==> config.mk <==
export PLATFORM = sky130hd
export DESIGN_NAME = alu_req_arbiter
export DESIGN_NICKNAME = d
export VERILOG_FILES = /design/src/rtl/alu_pkg.sv /design/src/rtl/rr_arbiter.sv /design/src/rtl/alu_req_arbiter.sv
export SDC_FILE = /design/constraint.sdc
export NUM_CORES = 1
export LEC_CHECK = 0
export ABC_AREA = 1
export CORE_AREA = 2 2 77 108
export DETAILED_ROUTE_END_ITERATION = 8
export DIE_AREA = 0 0 79 110
export GPL_TIMING_DRIVEN = 0
export PLACE_DENSITY = 0.78
export SLEW_MARGIN = 20
export SYNTH_ARGS = -nofsm -noshare
export SYNTH_HDL_FRONTEND = slang
export SYNTH_SLANG_ARGS = --single-unit
==> constraint.sdc <==
create_clock -name clk -period 2.67 [get_ports clk]
set_clock_uncertainty 0.05 [all_clocks]
set_input_delay 0.267 -clock clk [delete_from_list [all_inputs] [get_ports clk]]
set_output_delay 0.267 -clock clk [all_outputs]
set_load 0.03 [all_outputs]
==> src/rtl/alu_pkg.sv <==
// Shared definitions for the ALU request arbiter: op codes, the command
// layout carried on each requester slot, and result constants.
package alu_pkg;

   // ALU operation codes as carried in cmd[9:8].
   typedef enum logic [1:0] {
      ALU_ADD = 2'd0,
      ALU_SUB = 2'd1,
      ALU_MUL = 2'd2,
      ALU_DIV = 2'd3
   } alu_op_e;

   // One requester command: {op[9:8], b[7:4], a[3:0]}.
   typedef struct packed {
      alu_op_e    op;
      logic [3:0] b;
      logic [3:0] a;
   } alu_cmd_t;

   localparam int                CMD_W      = 10;
   localparam int                RES_W      = 9;
   localparam int                WD_W       = 8;
   localparam logic [RES_W-1:0]  ERR_RESULT = 9'h1FF;

   // A divide by zero is answered locally and never reaches the ALU.
   function automatic logic is_div_zero(input alu_cmd_t cmd);
      return (cmd.op == ALU_DIV) && (cmd.b == 4'd0);
   endfunction

endpackage

==> src/rtl/rr_arbiter.sv <==
// Combinational round-robin picker: searches req starting just after ptr,
// wrapping, and returns the first hit as a one-hot grant plus its index.
module rr_arbiter #(
   parameter  int NUM_REQ = 4,
   localparam int ID_W    = $clog2(NUM_REQ)
) (
   input  logic [NUM_REQ-1:0] req,
   input  logic [ID_W-1:0]    ptr,
   output logic [NUM_REQ-1:0] grant,
   output logic [ID_W-1:0]    grant_idx,
   output logic               found
);

   logic [ID_W-1:0] cand;

   // Scan ptr+1, ptr+2, ... ptr (wrapping); the first asserted request wins.
   always_comb begin
      // NOTE: every signal written here gets a default first, so no path leaves it unassigned and no latch is inferred.
      grant     = '0;
      grant_idx = '0;
      found     = 1'b0;
      cand      = '0;
      for (int k = 1; k <= NUM_REQ; k++) begin
         cand = ID_W'((int'(ptr) + k) % NUM_REQ);
         if (!found && req[cand]) begin
            found       = 1'b1;
            grant_idx   = cand;
            grant[cand] = 1'b1;
         end
      end
   end

endmodule

==> src/rtl/alu_req_arbiter.sv <==
// Shares one variable-latency ALU between NUM_REQ requesters. Round-robin
// grant, one operation in flight, results returned tagged with the owner's
// id. Divide-by-zero is answered locally; a watchdog aborts lost responses.
module alu_req_arbiter
   import alu_pkg::*;
#(
   parameter  int NUM_REQ = 4,
   parameter  int TIMEOUT = 15,
   parameter  int CNT_W   = 16,
   localparam int ID_W    = $clog2(NUM_REQ)
) (
   input  logic                     clk,
   input  logic                     reset,
   input  logic [NUM_REQ-1:0]       req_valid,
   input  logic [NUM_REQ*CMD_W-1:0] req_data,
   output logic [NUM_REQ-1:0]       req_ready,
   output logic                     alu_cmd_valid,
   input  logic                     alu_cmd_ready,
   output logic [1:0]               alu_op,
   output logic [3:0]               alu_a,
   output logic [3:0]               alu_b,
   input  logic                     alu_rsp_valid,
   input  logic [RES_W-1:0]         alu_rsp_data,
   output logic                     rsp_valid,
   input  logic                     rsp_ready,
   output logic [ID_W-1:0]          rsp_id,
   output logic [RES_W-1:0]         rsp_data,
   output logic                     rsp_err,
   output logic [CNT_W-1:0]         ops_done
);

   typedef enum logic [1:0] {
      S_IDLE     = 2'd0,
      S_ISSUE    = 2'd1,
      S_WAIT_RSP = 2'd2,
      S_DELIVER  = 2'd3
   } state_e;

   localparam logic [ID_W-1:0] PTR_INIT = ID_W'(NUM_REQ - 1);
   localparam logic [WD_W-1:0] WD_LIMIT = WD_W'(TIMEOUT);

   state_e             state_q, state_d;
   logic [ID_W-1:0]    ptr_q;
   logic [ID_W-1:0]    id_q;
   alu_cmd_t           cmd_q;
   alu_cmd_t           sel_cmd;
   logic [WD_W-1:0]    wd_q;
   logic               cmd_valid_q;
   logic               rsp_valid_q;
   logic [RES_W-1:0]   rsp_data_q;
   logic               rsp_err_q;
   logic [CNT_W-1:0]   ops_done_q;

   logic [NUM_REQ-1:0] grant;
   logic [ID_W-1:0]    grant_idx;
   logic               grant_found;
   logic               take;
   logic               capture;
   logic               abort;

   rr_arbiter #(
      .NUM_REQ (NUM_REQ)
   ) u_rr (
      .req       (req_valid),
      .ptr       (ptr_q),
      .grant     (grant),
      .grant_idx (grant_idx),
      .found     (grant_found)
   );

   // Pick out the granted requester's command slot.
   always_comb begin
      sel_cmd = '0;
      for (int i = 0; i < NUM_REQ; i++) begin
         if (grant[i]) sel_cmd = alu_cmd_t'(req_data[CMD_W*i +: CMD_W]);
      end
   end

   // Accept strobe is combinational and only offered while idle and out of reset.
   always_comb begin
      req_ready = '0;
      if (state_q == S_IDLE && !reset) req_ready = grant;
   end

   // Next-state logic and the one-cycle event flags that steer the datapath.
   always_comb begin
      state_d = state_q;
      take    = 1'b0;
      capture = 1'b0;
      abort   = 1'b0;
      case (state_q)
         S_IDLE: begin
            if (grant_found) begin
               take    = 1'b1;
               state_d = is_div_zero(sel_cmd) ? S_DELIVER : S_ISSUE;
            end
         end
         S_ISSUE: begin
            if (alu_cmd_ready) state_d = S_WAIT_RSP;
         end
         S_WAIT_RSP: begin
            // A response arriving on the watchdog's last cycle still wins.
            if (alu_rsp_valid) begin
               capture = 1'b1;
               state_d = S_DELIVER;
            end else if (wd_q == WD_LIMIT) begin
               abort   = 1'b1;
               state_d = S_DELIVER;
            end
         end
         S_DELIVER: begin
            if (rsp_ready) state_d = S_IDLE;
         end
         default: state_d = S_IDLE;
      endcase
   end

   // State register, latched command, watchdog, response and counter registers.
   always_ff @(posedge clk or posedge reset) begin
      if (reset) begin
         state_q     <= S_IDLE;
         ptr_q       <= PTR_INIT;
         id_q        <= '0;
         cmd_q       <= '0;
         wd_q        <= '0;
         cmd_valid_q <= 1'b0;
         rsp_valid_q <= 1'b0;
         rsp_data_q  <= '0;
         rsp_err_q   <= 1'b0;
         ops_done_q  <= '0;
      end else begin
         // NOTE: non-blocking assignments here so every register samples pre-edge values, whatever the statement order.
         state_q     <= state_d;
         cmd_valid_q <= (state_d == S_ISSUE);
         rsp_valid_q <= (state_d == S_DELIVER);

         if (take) begin
            cmd_q <= sel_cmd;
            id_q  <= grant_idx;
            ptr_q <= grant_idx;
            if (is_div_zero(sel_cmd)) begin
               rsp_data_q <= ERR_RESULT;
               rsp_err_q  <= 1'b1;
            end
         end

         if (state_q == S_WAIT_RSP) wd_q <= wd_q + WD_W'(1);
         else                       wd_q <= '0;

         if (capture) begin
            rsp_data_q <= alu_rsp_data;
            rsp_err_q  <= 1'b0;
         end else if (abort) begin
            rsp_data_q <= '0;
            rsp_err_q  <= 1'b1;
         end

         if (state_q == S_DELIVER && rsp_ready) ops_done_q <= ops_done_q + CNT_W'(1);
      end
   end

   assign alu_cmd_valid = cmd_valid_q;
   assign alu_op        = cmd_q.op;
   assign alu_a         = cmd_q.a;
   assign alu_b         = cmd_q.b;
   assign rsp_valid     = rsp_valid_q;
   assign rsp_id        = id_q;
   assign rsp_data      = rsp_data_q;
   assign rsp_err       = rsp_err_q;
   assign ops_done      = ops_done_q;

endmodule

# --- After elaboration in Yosys (flattened, before gate mapping) ---
# Cells that the tools add are included.
totals:
  ff_bits: 52
  inputBits: 58
  output_inout_bits: 44
  word_cells: 111
classes:
  n_addsub: 6
  n_lt_le_gt_ge: 8
  n_eq_ne: 7
  muxes: 56
  bitwise_logic: 3
  reduce_logical: 19
op_table:
  columns: ["cell", "count"]
  rows:
  - ["2-to-1 mux 10 bit", 4]
  - ["2-to-1 mux 9 bit", 4]
  - ["2-to-1 mux 1 bit", 23]
  - ["2-to-1 mux 2 bit", 10]
  - ["2-to-1 mux 4 bit", 5]
  - ["adder 16 x 1 -> 16 bit (second input constant)", 1]
  - ["less-than comparator 2 x 3 -> 1 bit (second input constant)", 4]
  - ["bitwise OR 4 bit", 3]
  - ["logical AND 1 bit", 10]
  - ["adder 8 x 1 -> 8 bit (second input constant)", 1]
  - ["binary-select mux 1 bit (select 2 bit)", 4]
  - ["demux 1 bit (select 2 bit)", 4]
  - ["== test 2 bit (second input constant)", 4]
  - ["== test 8 x 4 -> 1 bit (second input constant)", 1]
  - ["greater-or-equal comparator 2 x 1 -> 1 bit (second input constant)", 4]
  - ["2-to-1 mux 8 bit", 1]
  - ["case mux 2 bit (4 select lines)", 1]
  - ["nonzero test 3 bit", 2]
  - ["adder 2 x 1 -> 2 bit (second input constant)", 2]
  - ["adder 2 bit (second input constant)", 2]
  - ["== test 2 x 1 -> 1 bit (second input constant)", 2]
  - ["zero test 1 bit", 4]
  - ["zero test 4 bit", 1]
  - ["zero test 2 bit", 1]
  - ["AND reduction 2 bit", 1]

# --- Longest topological paths before layout ---
# Gate-level depths: netlist of run 1.
logic_depth:
  ltp_word: 23
  depth_mapped: 20
  depth_no_buf: 20

# --- By module ---
# Synthesis of run 1 repeated with hierarchy kept, for this count alone.
unflattened:
  hier_cells: 418
  area_unflattened_um2: 3305.7
modules_own_cells:
  columns: ["mod", "instances", "cells_per_inst", "area_each_um2", "seq_area_each_um2"]
  rows:
  - ["alu_req_arbiter", 1, 337, 2770.2, 1303.8]
  - ["rr_arbiter", 1, 81, 535.5, 0.0]

# --- Worst setup path before layout of run 1 ---
# No wires, ideal clock.
synth_path:
  path_type: "flip-flop to flip-flop"
  from: "register ptr_q[0]"
  to: "register rsp_err_q, in the netlist rsp_err"
  arrival_ns: 2.523
  slack_ns: -0.019
  stages_incl_launch_ff: 19
  path_cell_list: "dfstp_2 > inv_2 > ha_1 > inv_1 > nand3_2 > nand2_4 > nor2_2 > a22oi_2 > nand3_2 > buf_4 > a21oi_2 > nand2_1 > nand2_1 > nand2_2 > nor2_4 > nand2_4 > buf_8 > nand3_2 > nand2_1"
synth_between:
  elab_chain_len: 21
synth_lines:
  columns: ["item", "line", "source"]
  rows:
  - ["start, declared", "alu_req_arbiter.sv:43", "logic [ID_W-1:0] ptr_q;"]
  - ["start signal, assigned", "alu_req_arbiter.sv:140", "ptr_q <= grant_idx;"]
  - ["parallel branches: the longest is 20 deep, another holds less-than comparator 2 x 3 -> 1 bit", null, null]
  - ["AND reduction 2 bit (no line) (*)", null, null]
  - ["end signal, assigned", "alu_req_arbiter.sv:129", "rsp_err_q <= 1'b0;"]
  - ["end signal, assigned", "alu_req_arbiter.sv:143", "rsp_err_q <= 1'b1;"]
  - ["end signal, assigned", "alu_req_arbiter.sv:152", "rsp_err_q <= 1'b0;"]
  - ["end, declared", "alu_req_arbiter.sv:51", "logic rsp_err_q;"]
# Mark *: on every way between the ends. The select of a mux whose other input is x is not followed.
# A chain may end at the register's enable or synchronous reset.

# --- Final worst setup path of run 1 ---
layout_path:
  from: "register ptr_q[1]"
  to: "register rsp_err_q, in the netlist rsp_err"
# Same word-level chain as after synthesis.

==> results of run 1 <==
-- routing by layer --
layer | routed length, um | vias up | track usage [%]
met5 | 0 | - | 0
met3 | 293 | 21 | 2.12
met2 | 4440 | 93 | 36.9
li1 | - | 1573 | -
met4 | 277 | 0 | 7.51
met1 | 3450 | 1475 | 22.9
-- flip-flops by register name (all words and copies together) (netlist names) --
signal         cells
alu_a              4
alu_b              4
alu_cmd_valid      1
alu_op             2
ops_done          16
ptr_q              2
rsp_data           9
rsp_err            1
rsp_id             2
rsp_valid          1
state_q            2
wd_q               8
-- synth_stat cells, drive strengths merged --
cell / number
o21a: 1
dfstp: 2
a22oi: 1
nor2: 33
o31ai: 1
mux2: 1
nand4: 3
and2: 1
a21oi: 29
ha: 10
or2: 3
nor3: 6
clkbuf: 3
xor2: 9
buf: 7
dfrtp: 50
o211ai: 1
xnor2: 4
inv: 49
nor4b: 1
a21boi: 3
o221ai: 1
a31oi: 4
nand3: 34
o21ai: 14
and3: 1
nor4: 1
nand2: 141
nor3b: 2
-- cell families after synthesis --
logic type	Yosys count	synth area share, %
AND/OR/NAND/NOR	226	33.4
buffers and inverters	59	7.83
AO/OA/AOI/OAI	55	10.8
flip-flops	52	40.2
XOR/XNOR	13	3.51
adder cells (fa/ha/maj)	10	3.86
multiplexers	1	0.347
-- stage by stage --
stage | power, uW | instances | util, % | TNS (ns) | hold WS [ns]
4_1_cts | 5790 | 632 | 59.7 | -0.492 | 0.268
6_report | 6180 | 641 | 61.6 | -0.923 | 0.258
3_3_place_gp | 4930 | 616 | 56.9 | -6.05 | 0.394
2_1_floorplan | 3920 | 416 | - | 0 | 0.383
3_5_place_dp | 5030 | 617 | 57.1 | -7.10 | 0.408
5_1_grt | 6670 | 641 | 61.6 | -3.88 | 0.295
-- final cells by class --
| class | instances | area (um2) |
|---|---|---|
| fill | 712 | 2960 |
| multi-input combinational | 305 | 1800 |
| sequential | 52 | 1300 |
| timing repair buffer | 118 | 1150 |
| inverter | 49 | 195 |
| tap | 100 | 125 |
| buffer | 10 | 88.8 |
| clock buffer | 5 | 68.8 |
| clock inverter | 2 | 12.5 |
-- what timing repair did --
item | CTS | global route
setup endpoints to repair | 21 | 21
pin swaps | 3 | 8
resized for setup | 38 | 21
buffers inserted | 8 | 9
-- report_power, final --
group	internal, uW	switching, uW	total (uW)
logic	1850	2640	4490
clock network	178	247	425
registers	1070	197	1270
total	3090	3090	6180
-- final timing paths --
path,from,end
max,ptr_q[1]$_DFFE_PP1P_,rsp_err$_DFFE_PP0P_
min,reset,rsp_data[2]$_DFFE_PP0P_
max reg2reg,ptr_q[1]$_DFFE_PP1P_,rsp_err$_DFFE_PP0P_
min reg2reg,wd_q[0]$_DFF_PP0_,wd_q[0]$_DFF_PP0_
max in group asynchronous,reset,alu_b[3]$_DFFE_PP0P_
min in group clk,alu_rsp_valid,rsp_data[4]$_DFFE_PP0P_
-- worst register-to-register path: stages (launching register included) --
cell and delay [ns]:
dfstp_2 0.57, clkinvlp_4 0.13, ha_4 0.33, inv_4 0.05, nand3_4 0.10, nand2_8 0.09
nor2_4 0.20, a21oi_2 0.09, nand3_2 0.11, buf_6 0.15, a21oi_2 0.05, nand2_1 0.06
nand2_1 0.06, nand2_1 0.10, nand2_2 0.09, nor2_4 0.10, nand2_4 0.09, buf_12 0.16
nand3_2 0.05, nand2_1 0.05
==> summary.txt, run 1 <==
Worst hold path
  • Worst hold path type: in -> async

Yosys
  • Synth top area cells: dfrtp_1 39%, nand2_1 15%, inv_1 5.2%
  • Synth Cell Area: 3240 um2
  • Yosys warns: 0
  • Distinct cells, synth: 44
  • Leading area contributor after synthesis: dfrtp_1
  • Syn Nets: 484
  • Synthesized area per cell: 7.80 um2
  • Synth top area share: 38.6%
  • #FFs+latches synth: 52
  • Sequential share of the synthesized area: 40.2%
  • Mapped Cells: 416

Floorplan
  • CORE AREA: 7700 um2
  • Placement Rows: 38
  • Total die area: 8690 um2
  • Initial core utilization: 42.1%
  • Die W: 79 um
  • DIE HEIGHT: 110 um
  • IO Count: 102

Timing
  • Final Max Slew Viols: 0
  • Fmax: 0.363 GHz
  • RSZ-0062 raised after global routing: true
  • Worst rel slew slack: 67.2%
  • Final setup fails: 14
  • Final worst-path cycle share: 103%
  • Crit path time final: 2.76 ns
  • Setup ws final: -0.0865 ns
  • Slew at the pin with the worst max-slew slack: 0.492 ns
  • Final hold vios: 0

Placed design
  • GP Congestion: 0.845
  • PortBufs: 100
  • Post-DP Area: 4400 um2
  • Dpl ws: -0.550 ns
  • DP HPWL: 6460 um

CTS
  • Clock Path Buffers: 2
  • H-tree depth: 2
  • CTS root buffer: clkbuf_8
  • Clock-pin transition on the worst setup and hold timing paths: 0.10 ns
  • Clock sinks: 52
  • CTS tree: done
  • Clk_lat worst skew: 0.30 ns
  • Hold_buf cts: 0
  • Clock buffer count from CTS: 5

Critical path
  • FF-to-FF path depth: 19
  • CP Cell Sequence: clkinvlp_4 -> ha_4 -> inv_4 -> nand3_4 -> nand2_8 -> nor2_4 -> a21oi_2 -> nand3_2 -> buf_6 -> a21oi_2 -> nand2_1 -> nand2_1 -> nand2_1 -> nand2_2 -> nor2_4 -> nand2_4 -> buf_12 -> nand3_2 -> nand2_1
  • CP Buf/Inv Count: 4
  • CP endpoint kind: register
  • Max stage delay cell, worst path: dfstp_2
  • CP Data Arrival Time: 2.91 ns
  • Worst EP required: 2.82 ns
  • R2r setup slk: -0.09 ns
  • Critical path type: reg -> reg
  • Startpoint Class: register
  • Crit path max fanout: 10
  • Largest delay share family, worst path: simple AND/OR/NAND/NOR gates
  • WP depth: 19
  • Most used cell, CP: nand2_1
  • CP max stage delay: 0.57 ns

Route
  • DRT Wirelength: 8460 um
  • Via count: 3,162
  • Drt pass-1 iters: 7
  • Initial DRC count: 117
  • DRC: 0
  • Vias per inst: 4.93
  • Routed WL per cell: 13.2 um
  • Antenna-violating nets left: 0

Power
  • Leakage: 0.00229 uW
  • VDD IR-drop max: 0.000866 V
  • PD cells: 1300 nW/um2

Finish
  • Layout area overhead: 46.2%
  • Layout cells sized above 1: 18.7%
  • # diodes: 0
  • Commonest non-fill, non-tap cell in the layout: nand2_1
  • Final instance area: 4740 um2
  • Nets: 609
  • Commonest cells after routing, fill and taps aside: 126 x nand2_1, 96 x clkdlybuf4s50_1, 50 x dfrtp_1

Run status
  • Failing checks: setup timing
  • Status: finished with violations

Job
  • Max-Cap Viols: 0

Global routing
  • Initial antenna violation count: 0
  • Number of global-route vias before repair: 3,108
  • Total GRT Usage: 19.7%
  • Largest net degree at the start of global routing: 35
  • Total grt overflow: 0
  • First-pass GRT wire length: 13,800 um
Note: power is estimated with default switching activity, not from simulation.
==> run 2: changes to the inputs <==
Settings changed: CAP_MARGIN set to 0.
==> results of run 2 <==
No change in the layout: final DEF, timing and power equal those of run 1.
==> RTL change, RTL diff (config.mk and constraints of run 1) <==
The package constant `WD_W` goes from 8 to 6.
--- a/src/rtl/alu_pkg.sv
+++ b/src/rtl/alu_pkg.sv
@@ -20,5 +20,5 @@
    localparam int                CMD_W      = 10;
    localparam int                RES_W      = 9;
-   localparam int                WD_W       = 8;
+   localparam int                WD_W       = 6;
    localparam logic [RES_W-1:0]  ERR_RESULT = 9'h1FF;
 
Function: same outputs for any inputs over 10 cycles, from zero or initial values and one cycle with reset high; that may be too few to reach the edited logic, so the function may still have changed.
==> RTL change against run 1 <==
- the flow still finishes with violations (setup timing)
- sequential cell count is 2 lower
- cell area down 2.4%
- synthesized area decreased by 5.0%
- utilization down 1.5 points
- setup slack got worse by 0.069 ns
- wire length decreased by 1.7%
- total power fell by 0.73%
==> RTL change: results (changes against run 1) <==
Leak pwr -> 2.149 nW (was 2.289 nW)
Yosys reg bits -> 50 (was 52)
Commonest cells post-synth -> nand2_1 (102), dfrtp_1 (48), nand3_1 (38) (was nand2_1 (131), dfrtp_1 (50), inv_1 (45))
Met2 routed wirelength -> 4.357 mm (was 4.435 mm)
Non-clk bufs -> 130 (was 128)
Routed length on met3 -> 403 µm (was 293 µm)
Max reg flops -> 16 (unchanged)
Largest net degree at the start of global routing -> 29 (was 35)
Placer Congestion -> 0.8915 (was 0.8452)
Antenna fix cells -> 0 (unchanged)
Seq/Total Area, Yosys -> 40.70% (was 40.20%)
Data arrival time of the critical path -> 2.97 ns (was 2.91 ns)
Failing checks -> setup timing (unchanged)
Routed wire per std cell -> 13.46 µm (was 13.19 µm)
Multi-input gate area -> 1705 µm² (was 1797 µm²)
Slowest-stage cell, CP -> dfstp_2 (unchanged)
Synth Instances -> 392 (was 416)
HP Class -> reg2reg (was in2async)
Setup TNS Final -> -1.632 ns (was -0.9233 ns)
Mapped Area -> 3080 µm² (was 3243 µm²)
Final Hold Vio Count -> 0 (unchanged)
Clock-cell share of area -> 1.974% (was 1.715%)
Netlist cell types -> 41 (was 44)
Detailed Route Iter0 Violations -> 97 (was 117)
Clock buffer cells -> 7 (was 5)
Worst-Skew Late Latency -> 0.29 ns
Sequential cell area -> 1254 µm² (was 1304 µm²)
Cells after DPL -> 594 (was 617)
Multi-input gates -> 290 (was 305)
First-pass GRT wire length -> 13.57 mm (was 13.83 mm)
Synth top area cells -> dfrtp_1 (39%), nand2_1 (12%), nand3_1 (6.2%) (was dfrtp_1 (39%), nand2_1 (15%), inv_1 (5.2%))
Crit-path max FO -> 9 (was 10)
CP peak stage delay -> 0.56 ns
NonClk Buf Share -> 27.77% (was 26.15%)
Fin worst setup slack -> -0.1559 ns (was -0.08646 ns)
Rel. slew slack -> 57.84% (was 67.19%)
Routed wire length -> 8.316 mm (was 8.456 mm)
Final setup vio count -> 13 (was 14)
Share of layout cells above drive strength 1 -> 18.53% (was 18.67%)
Routed met1 length -> 3.466 mm (was 3.448 mm)
Outcome -> finished, violations left (unchanged)
Post-DP HPWL -> 6.234 mm (was 6.461 mm)
Total number of vias -> 3,028 (was 3,162)
Internal power -> 0.003119 W (was 0.003094 W)
I/O Buffers -> 101 (was 100)
Clock buffer depth -> 2 (unchanged)
Non-clk invs -> 40 (was 49)
CTS buffer count -> 5 (unchanged)
Syn nets -> 460 (was 484)
Hold_ws -> 0.4299 ns (was 0.2582 ns)
Peak supply drop -> 0.6112 mV (was 0.8657 mV)
Placed cell area -> 4252 µm² (was 4402 µm²)
Drt first pass iters -> 4 (was 7)
Area Growth Syn to Fin -> 50.20% (was 46.22%)
Setup WS pre-CTS -> -0.5084 ns (was -0.5505 ns)
Fill cells -> 715 (was 712)
Gr usage total -> 19.11% (was 19.67%)
Asr flop ratio synth -> 100.0% (unchanged)
RTL change: logic make-up (layout without fill, tap and decap cells):
family,count (synthesis),count (layout),synth area share [%]
xor+xnor,14,14,3.981
buf+inv,52,178,8.082
compound gates,57,57,11.17
simple gates,209,209,32.01
flops,50,50,40.70
fa+ha+maj,10,10,4.062
RTL change: power by group through the flow:
| stage | logic (W) | clock network (W) | registers, W |
|---|---|---|---|
| floorplan | 0.00226 | 0 | 0.00164 |
| global placement | 0.00365 | 0 | 0.00124 |
| detailed placement | 0.00372 | 0 | 0.00126 |
| CTS | 0.00416 | 0.000468 | 0.00123 |
| global route | 0.00489 | 0.000497 | 0.00127 |
| finish | 0.00446 | 0.000447 | 0.00123 |
RTL change: worst paths after layout:
| check | cells after the start | endpoint | startpoint |
|---|---|---|---|
| worst max register to register | 20 | rsp_data[8] | ptr_q[0] |
| worst min-delay path | 1 | wd_q[0] | wd_q[0] |
| worst min register to register | 1 | wd_q[0] | wd_q[0] |
| max in group asynchronous | 3 | ops_done[1] | reset |
| worst max-delay path | 20 | rsp_data[8] | ptr_q[0] |
| min in group asynchronous | 2 | alu_op[1] | reset |
RTL change: what timing repair did:
action	in CTS	in global routing
buffers inserted	12	3
pin swaps	17	6
endpoints found under the setup margin	17	19
cloned	1	0
resized for setup	37	24
RTL change: routing by layer:
metal | GRT usage (%) | vias to the layer above
li1 | - | 1527
met1 | 22.55 | 1412
met2 | 36.38 | 80
met3 | 3.176 | 9
met4 | 3.695 | 0
met5 | 0 | -
RTL change: worst max-delay path, delay by kind of cell (launching register included):
kind	cells	cell delay, ns
AO/OA/AOI/OAI	2	0.28
flip-flops	1	0.56
AND/OR/NAND/NOR	13	1.18
buffers and inverters	5	0.66
